`config.mk`:
```
export PLATFORM = sky130hd
export DESIGN_NAME = uart_tx_arbiter_flat
export DESIGN_NICKNAME = d
export VERILOG_FILES = /design/src/rtl/uart_tx_arbiter_pkg.sv /design/src/rtl/uart_tx_arbiter_if.sv /design/src/rtl/uart_tx_arbiter_rr_pick.sv /design/src/rtl/uart_tx_arbiter.sv /design/src/flat_wrapper.sv
export SDC_FILE = /design/constraint.sdc
export NUM_CORES = 1
export LEC_CHECK = 0
export ABC_AREA = 1
export BUFFER_PORTS_ARGS = -buffer_cell sky130_fd_sc_hd__clkbuf_2
export CORE_AREA = 5 5 88 90
export DETAILED_ROUTE_END_ITERATION = 12
export DIE_AREA = 0 0 93 95
export GPL_TIMING_DRIVEN = 0
export HOLD_SLACK_MARGIN = 0.08
export PLACE_DENSITY = 0.76
export SYNTH_ARGS = -nofsm -noshare
export SYNTH_HDL_FRONTEND = slang
export SYNTH_SLANG_ARGS = --single-unit
```
`constraint.sdc`:
```
create_clock -name iCLK -period 2.16 [get_ports iCLK]
set_input_delay 0.432 -clock iCLK [delete_from_list [all_inputs] [get_ports iCLK]]
set_output_delay 0.432 -clock iCLK [all_outputs]
set_load 0.02 [all_outputs]
```
`src/rtl/uart_tx_arbiter_pkg.sv`:
```
// uart_ctrl_pkg: shared definitions for the UART transmit arbiter.
//   - one-hot state encodings and the FSM state type
//   - default transmitter-response timeout and inter-frame gap
//   - counter width used by the gap / timeout counters
package uart_ctrl_pkg;

  localparam logic [3:0] ST_GAP_OH  = 4'b0001;
  localparam logic [3:0] ST_IDLE_OH = 4'b0010;
  localparam logic [3:0] ST_REQ_OH  = 4'b0100;
  localparam logic [3:0] ST_SEND_OH = 4'b1000;

  typedef enum logic [3:0] {
    ST_GAP  = ST_GAP_OH,
    ST_IDLE = ST_IDLE_OH,
    ST_REQ  = ST_REQ_OH,
    ST_SEND = ST_SEND_OH
  } arb_state_t;

  localparam int DEF_ACK_TO  = 16;
  localparam int DEF_GAP_CYC = 4;

  // Wide enough for any sensible ACK_TO / GAP_CYC.
  localparam int CNT_W = 16;

endpackage

```
`src/rtl/uart_tx_arbiter_if.sv`:
```
// uart_tx_arbiter_if: requester handshake plus UART transmitter pins.
//   iREQ/iDATA/oACK : per-channel byte request / accept
//   oGNT/oBUSY/oERR : arbiter status
//   oUT/oUTDATA     : to UART iT / iTDATA
//   iUT             : from UART oT (high = transmitter idle)
// master: the environment (requesters + UART); slave: the arbiter.
interface uart_tx_arbiter_if #(
  parameter int N = 4
);
  localparam int GW = $clog2(N);

  logic [N-1:0]   iREQ;
  logic [8*N-1:0] iDATA;
  logic [N-1:0]   oACK;
  logic [GW-1:0]  oGNT;
  logic           oBUSY;
  logic           oERR;
  logic           oUT;
  logic [7:0]     oUTDATA;
  logic           iUT;

  modport master (
    output iREQ, iDATA, iUT,
    input  oACK, oGNT, oBUSY, oERR, oUT, oUTDATA
  );

  modport slave (
    input  iREQ, iDATA, iUT,
    output oACK, oGNT, oBUSY, oERR, oUT, oUTDATA
  );

endinterface

```
`src/rtl/uart_tx_arbiter_rr_pick.sv`:
```
// rr_pick: combinational round-robin winner selection.
//   req   : per-channel request vector
//   ptr   : last granted channel
//   valid : at least one request present
//   idx   : first requesting channel searching upward from ptr+1, wrapping
module rr_pick #(
  parameter int N = 4
) (
  input  logic [N-1:0]         req,
  input  logic [$clog2(N)-1:0] ptr,
  output logic                 valid,
  output logic [$clog2(N)-1:0] idx
);
  localparam int W = $clog2(N);

  always_comb begin
    int          c;
    logic [W-1:0] cand;
    valid = 1'b0;
    idx   = '0;
    c     = 0;
    cand  = '0;
    // Offset N revisits ptr itself, so a lone requester equal to ptr still wins.
    for (int off = 1; off <= N; off++) begin
      c = int'(ptr) + off;
      if (c >= N) c = c - N;
      cand = c[W-1:0];
      if (!valid && req[cand]) begin
        valid = 1'b1;
        idx   = cand;
      end
    end
  end

endmodule

```
`src/rtl/uart_tx_arbiter.sv`:
```
// uart_tx_arbiter: shares one 8N1 UART transmitter among N byte requesters.
//   iCLK   : system clock (rising edge)
//   iRST_N : synchronous active-low reset
//   bus    : requester handshake and UART pins (slave modport)
// Parameters: N requesters, ACK_TO cycles to wait for the transmitter to go
// busy, GAP_CYC cycles of oUT low before the next send-request edge.
//
// state | meaning
// GAP   | oUT low, let the UART iT synchroniser see the low level
// IDLE  | accept the round-robin winner's byte
// REQ   | oUT high, waiting for iUT low (frame started)
// SEND  | frame in progress, waiting for iUT high
module uart_tx_arbiter
  import uart_ctrl_pkg::*;
#(
  parameter int N       = 4,
  parameter int ACK_TO  = DEF_ACK_TO,
  parameter int GAP_CYC = DEF_GAP_CYC
) (
  input logic              iCLK,
  input logic              iRST_N,
  uart_tx_arbiter_if.slave bus
);
  localparam int GW = $clog2(N);
  localparam logic [CNT_W-1:0] GAP_LAST = CNT_W'(GAP_CYC - 1);
  localparam logic [CNT_W-1:0] TO_LAST  = CNT_W'(ACK_TO - 1);

  arb_state_t       state, state_n;
  logic [CNT_W-1:0] gap_cnt, gap_cnt_n;
  logic [CNT_W-1:0] to_cnt, to_cnt_n;
  logic [GW-1:0]    ptr, ptr_n;
  logic [N-1:0]     ack_q, ack_n;
  logic [GW-1:0]    gnt_q, gnt_n;
  logic             err_q, err_n;
  logic             ut_q, ut_n;
  logic [7:0]       utdata_q, utdata_n;

  logic             pick_valid;
  logic [GW-1:0]    pick_idx;
  logic [7:0]       pick_byte;

  rr_pick #(.N(N)) u_rr_pick (
    .req   (bus.iREQ),
    .ptr   (ptr),
    .valid (pick_valid),
    .idx   (pick_idx)
  );

  always_comb begin
    pick_byte = '0;
    for (int k = 0; k < N; k++) begin
      if (pick_idx == GW'(k)) pick_byte = bus.iDATA[8*k +: 8];
    end
  end

  always_ff @(posedge iCLK) begin
    if (!iRST_N) begin
      state    <= ST_GAP;
      gap_cnt  <= '0;
      to_cnt   <= '0;
      ptr      <= GW'(N - 1);
      ack_q    <= '0;
      gnt_q    <= '0;
      err_q    <= 1'b0;
      ut_q     <= 1'b0;
      utdata_q <= '0;
    end else begin
      state    <= state_n;
      gap_cnt  <= gap_cnt_n;
      to_cnt   <= to_cnt_n;
      ptr      <= ptr_n;
      ack_q    <= ack_n;
      gnt_q    <= gnt_n;
      err_q    <= err_n;
      ut_q     <= ut_n;
      utdata_q <= utdata_n;
    end
  end

  always_comb begin
    state_n   = state;
    gap_cnt_n = gap_cnt;
    to_cnt_n  = to_cnt;
    ptr_n     = ptr;
    ack_n     = '0;
    gnt_n     = gnt_q;
    err_n     = 1'b0;
    ut_n      = ut_q;
    utdata_n  = utdata_q;

    unique case (state)
      ST_GAP: begin
        ut_n = 1'b0;
        if (gap_cnt == GAP_LAST) begin
          gap_cnt_n = '0;
          state_n   = ST_IDLE;
        end else begin
          gap_cnt_n = gap_cnt + 1'b1;
        end
      end

      ST_IDLE: begin
        if (pick_valid) begin
          utdata_n        = pick_byte;
          ack_n[pick_idx] = 1'b1;
          gnt_n           = pick_idx;
          ptr_n           = pick_idx;
          ut_n            = 1'b1;
          to_cnt_n        = '0;
          state_n         = ST_REQ;
        end
      end

      ST_REQ: begin
        if (!bus.iUT) begin
          ut_n    = 1'b0;
          state_n = ST_SEND;
        end else if (to_cnt == TO_LAST) begin
          // Transmitter never went busy: drop the byte and flag it.
          ut_n      = 1'b0;
          err_n     = 1'b1;
          gap_cnt_n = '0;
          state_n   = ST_GAP;
        end else begin
          to_cnt_n = to_cnt + 1'b1;
        end
      end

      ST_SEND: begin
        ut_n = 1'b0;
        if (bus.iUT) begin
          gap_cnt_n = '0;
          state_n   = ST_GAP;
        end
      end

      default: begin
        ut_n      = 1'b0;
        gap_cnt_n = '0;
        state_n   = ST_GAP;
      end
    endcase
  end

  assign bus.oACK    = ack_q;
  assign bus.oGNT    = gnt_q;
  assign bus.oERR    = err_q;
  assign bus.oUT     = ut_q;
  assign bus.oUTDATA = utdata_q;
  assign bus.oBUSY   = (state != ST_IDLE);

endmodule

```
`src/flat_wrapper.sv`:
```
// flat-port wrapper written by rule: the top's interface ports become plain ports
module uart_tx_arbiter_flat import uart_ctrl_pkg::*;
#(
  parameter int N       = 4,
  parameter int ACK_TO  = DEF_ACK_TO,
  parameter int GAP_CYC = DEF_GAP_CYC
)
  (iCLK, iRST_N, bus_iREQ, bus_iDATA, bus_iUT, bus_oACK, bus_oGNT, bus_oBUSY, bus_oERR, bus_oUT, bus_oUTDATA);
  uart_tx_arbiter_if #(.N(N)) bus_i ();
  input logic iCLK;
  input logic iRST_N;
  input wire logic [$bits(bus_i.iREQ)-1:0] bus_iREQ;
  input wire logic [$bits(bus_i.iDATA)-1:0] bus_iDATA;
  input wire logic [$bits(bus_i.iUT)-1:0] bus_iUT;
  output wire logic [$bits(bus_i.oACK)-1:0] bus_oACK;
  output wire logic [$bits(bus_i.oGNT)-1:0] bus_oGNT;
  output wire logic [$bits(bus_i.oBUSY)-1:0] bus_oBUSY;
  output wire logic [$bits(bus_i.oERR)-1:0] bus_oERR;
  output wire logic [$bits(bus_i.oUT)-1:0] bus_oUT;
  output wire logic [$bits(bus_i.oUTDATA)-1:0] bus_oUTDATA;
  assign bus_i.iREQ = bus_iREQ;
  assign bus_i.iDATA = bus_iDATA;
  assign bus_i.iUT = bus_iUT;
  assign bus_oACK = bus_i.oACK;
  assign bus_oGNT = bus_i.oGNT;
  assign bus_oBUSY = bus_i.oBUSY;
  assign bus_oERR = bus_i.oERR;
  assign bus_oUT = bus_i.oUT;
  assign bus_oUTDATA = bus_i.oUTDATA;
  uart_tx_arbiter #(.N(N), .ACK_TO(ACK_TO), .GAP_CYC(GAP_CYC)) u_core (.iCLK(iCLK), .iRST_N(iRST_N), .bus(bus_i));
endmodule
```
==> reports/metrics.csv <==
stage,metric,value,unit
power_and_ir_drop,p_total,2.49,mW
setup_path,critPathLaunchType,flop,
setup_path,r2r-start,u_core.to_cnt[0],
routing,wirelength,7420,um
global_route,grt_max_degree,19,
die,start_util,45.2,%
setup_path,r2r_slack,0.16,ns
timing,maxSlewViolCount,0,
timing,min_period,2.00,ns
timing,max_freq,499,MHz
setup_path,timing.critical_path.mode_cell,nand2_1,
die,rows,31,
power_and_ir_drop,p_leak,1.57,nW
place,dp_cells,601,
outcome,status,"finished, final reports clean",
place,hpwl,5900,um
clock_network,tritoncts,yes,
yosys,netlist_instances,465,
setup_path,critical_path_required,2.35,ns
timing,slew-limit-headroom,64.3,%
place,portBuffers,54,
die,die_w,93,um
die,die_y,95,um
clock_network,cts_sinks,54,
layout,fin_cells,614,
setup_path,worst-path-buf-inv,2,
setup_path,cp.arrival,2.20,ns
power_and_ir_drop,power_density,678,mW/mm2
routing,drtIter0Drc,143,
global_route,grt_pass1_wl,12500,um
timing,tightestPinTransition,0.536,ns
yosys,ys.warnings.count,0,
timing,period_share,92.8,%
clock_network,clkSlewWorstSetupHoldPaths,0.10,ns
routing,antenna_left,0,
yosys,synthDistinctLibCells,39,
setup_path,crit_start,u_core.to_cnt[0],
timing,tns,0,ns
global_route,grt-ovfl-total,0,
timing,skew,0.0143,ns
yosys,synth_nets,506,
clock_network,cts_buffers,5,
clock_network,h-tree-depth,2,
hold_path,hp-start,bus_iUT,
power_and_ir_drop,ir_worst_vdd,259,uV
routing,drt_first_pass_iters,4,
layout,final_layout_size_suffix_gt1_share,22.0,%
global_route,track_usage,17.1,%
timing,setup_viol,0,
layout,seq_area,0.00108,mm2
global_route,grt_pass1_vias,2996,
hold_path,hold_class,primary input to flop,
routing,viasPerCell,5.22,
routing,wl_per_cell,12.1,um
timing,hold_viol_final,0,
clock_network,clock_path_buffers,2,
place,gp_congestion,0.875,
layout,syn_to_final_growth,16.2,%
layout,fin_nets,572,
setup_path,cp_top_family,simple AND/OR/NAND/NOR gates,
clock_network,cts_root_buffer,clkbuf_8,
setup_path,cp_slowest_cell,dfxtp_2,
setup_path,endpoint_kind,flop,
yosys,ys_ff_latch,54,
setup_path,crit_chain,"ha_1, nand2_1, inv_1, nand2_1, nor2_1, nand2_1, nand2_1, nand3_2, buf_6, nor2_2, nand2_1, o21ai_0, a21oi_1",
die,pin_count,56,
yosys,synth.avg_cell_area,6.79,um2
flow_run,drv_cap,0,
timing,rsz0062_at_grt,yes,
layout,n_fill_cell,723,
routing,via_count,3205,
setup_path,critPathMaxStageDelay,0.38,ns
yosys,yosysSeqAreaShare,34.2,%
layout,multi_input_comb_area,0.00179,mm2
setup_path,worst-path-max-fanout,10,
die,core_region_area,0.00698,mm2
yosys,syn_area,0.00316,mm2
layout,n_antenna_cell,0,
setup_path,critical_path_class,flop to flop,
global_route,antenna_found_initial,0,
die,fp.dieArea,0.00884,mm2
routing,remaining_drc_errors,0,
clock_network,clkLatencyLatePin,0.31,ns
==> per-layer routing <==
| metal | vias up | track usage, % | wire, um |
|---|---|---|---|
| met4 | 0 | 5.13 | 89 |
| met1 | 1490 | 20.1 | 3300 |
| met3 | 10 | 2.95 | 244 |
| li1 | 1649 | - | - |
| met5 | - | 0 | 0 |
| met2 | 56 | 31.6 | 3790 |
==> cell usage after synthesis, drive strengths merged <==
cell type	instances	area share (%)
buf	7	2.1
inv	56	6.7
clkinv	1	0.12
xor2	5	1.4
nand3b	1	0.36
nand4	14	3.2
a21oi	40	6.6
ha	2	0.79
nand2	132	17
o21a	2	0.48
nor2	48	7.2
nor4b	1	0.28
xnor2	2	0.55
dfxtp	54	34
nor3	17	3.1
o211ai	2	0.48
a211oi	2	0.63
o21ai	25	4.3
a21boi	1	0.24
nor4	4	1.3
nand3	46	8.2
clkbuf	3	0.36
==> metrics by stage <==
step                      area (um2)  utilization (%)  hold WS (ns)  worst slack (ns)
after floorplan                 3160                -         0.439             0.424
after global placement          3530             50.6         0.450             0.185
after detailed placement        3530             50.6         0.457            0.0640
after CTS                       3620             51.9         0.437            0.0431
after global routing            3670             52.6         0.444           -0.0625
final                           3670             52.6         0.433             0.156
==> registers in the layout, summed over array words and instances (netlist names) <==
signal,count
u_core.state,4
u_core.bus.oUT,1
u_core.ptr,2
u_core.gap_cnt,16
u_core.bus.oUTDATA,8
u_core.bus.oERR,1
u_core.bus.oACK,4
u_core.to_cnt,16
u_core.bus.oGNT,2
==> logic make-up after synthesis <==
group / share of synthesized area [%]
AO/OA/AOI/OAI: 12.7
AND/OR/NAND/NOR: 41.0
XOR/XNOR: 1.94
buffers and inverters: 9.35
adder cells (fa/ha/maj): 0.792
flip-flops: 34.2
==> where the power goes <==
group          internal, mW  switching (mW)  total, mW
Clock                 0.232           0.346      0.578
Combinational         0.293           0.510      0.803
Sequential             1.05          0.0602       1.11
==> cells in the final DEF (no fill, tap or decap), types with 13 or more instances in the layout <==
master / count
nand3_1: 42
inv_1: 46
nand4_1: 13
nor3_1: 16
o21ai_0: 21
nor2_1: 41
clkbuf_2: 54
dfxtp_1: 52
a21oi_1: 38
nand2_1: 120
==> final timing paths <==
path | endpoint | depth (start not counted)
worst max-delay path | u_core.gap_cnt[9] | 13
worst min register to register | u_core.bus.oUTDATA[0] | 2
worst min-delay path | u_core.bus.oERR | 3
worst max register to register | u_core.gap_cnt[9] | 13
==> tightest hold or removal path: stages <==
cell and delay, ns:
clkbuf_2 0.12, nand2_1 0.10, nor3_1 0.06
==> what timing repair did <==
item                       CTS  global route
gates resized for setup      0             5
hold buffers                 0             0
setup endpoints to repair    0            11
setup buffers                0             5
==> final cells by class <==
type                            instances  share of cell area [%]
Multi-Input combinational cell        344                    48.7
Sequential cell                        54                    29.5
Timing Repair Buffer                   59                    8.38
Inverter                               57                    5.90
Tap cell                               82                    2.79
Buffer                                 10                    2.15
Clock buffer                            5                    1.87
Clock inverter                          3                   0.648
No activity file was read; power rests on OpenSTA's default activity.
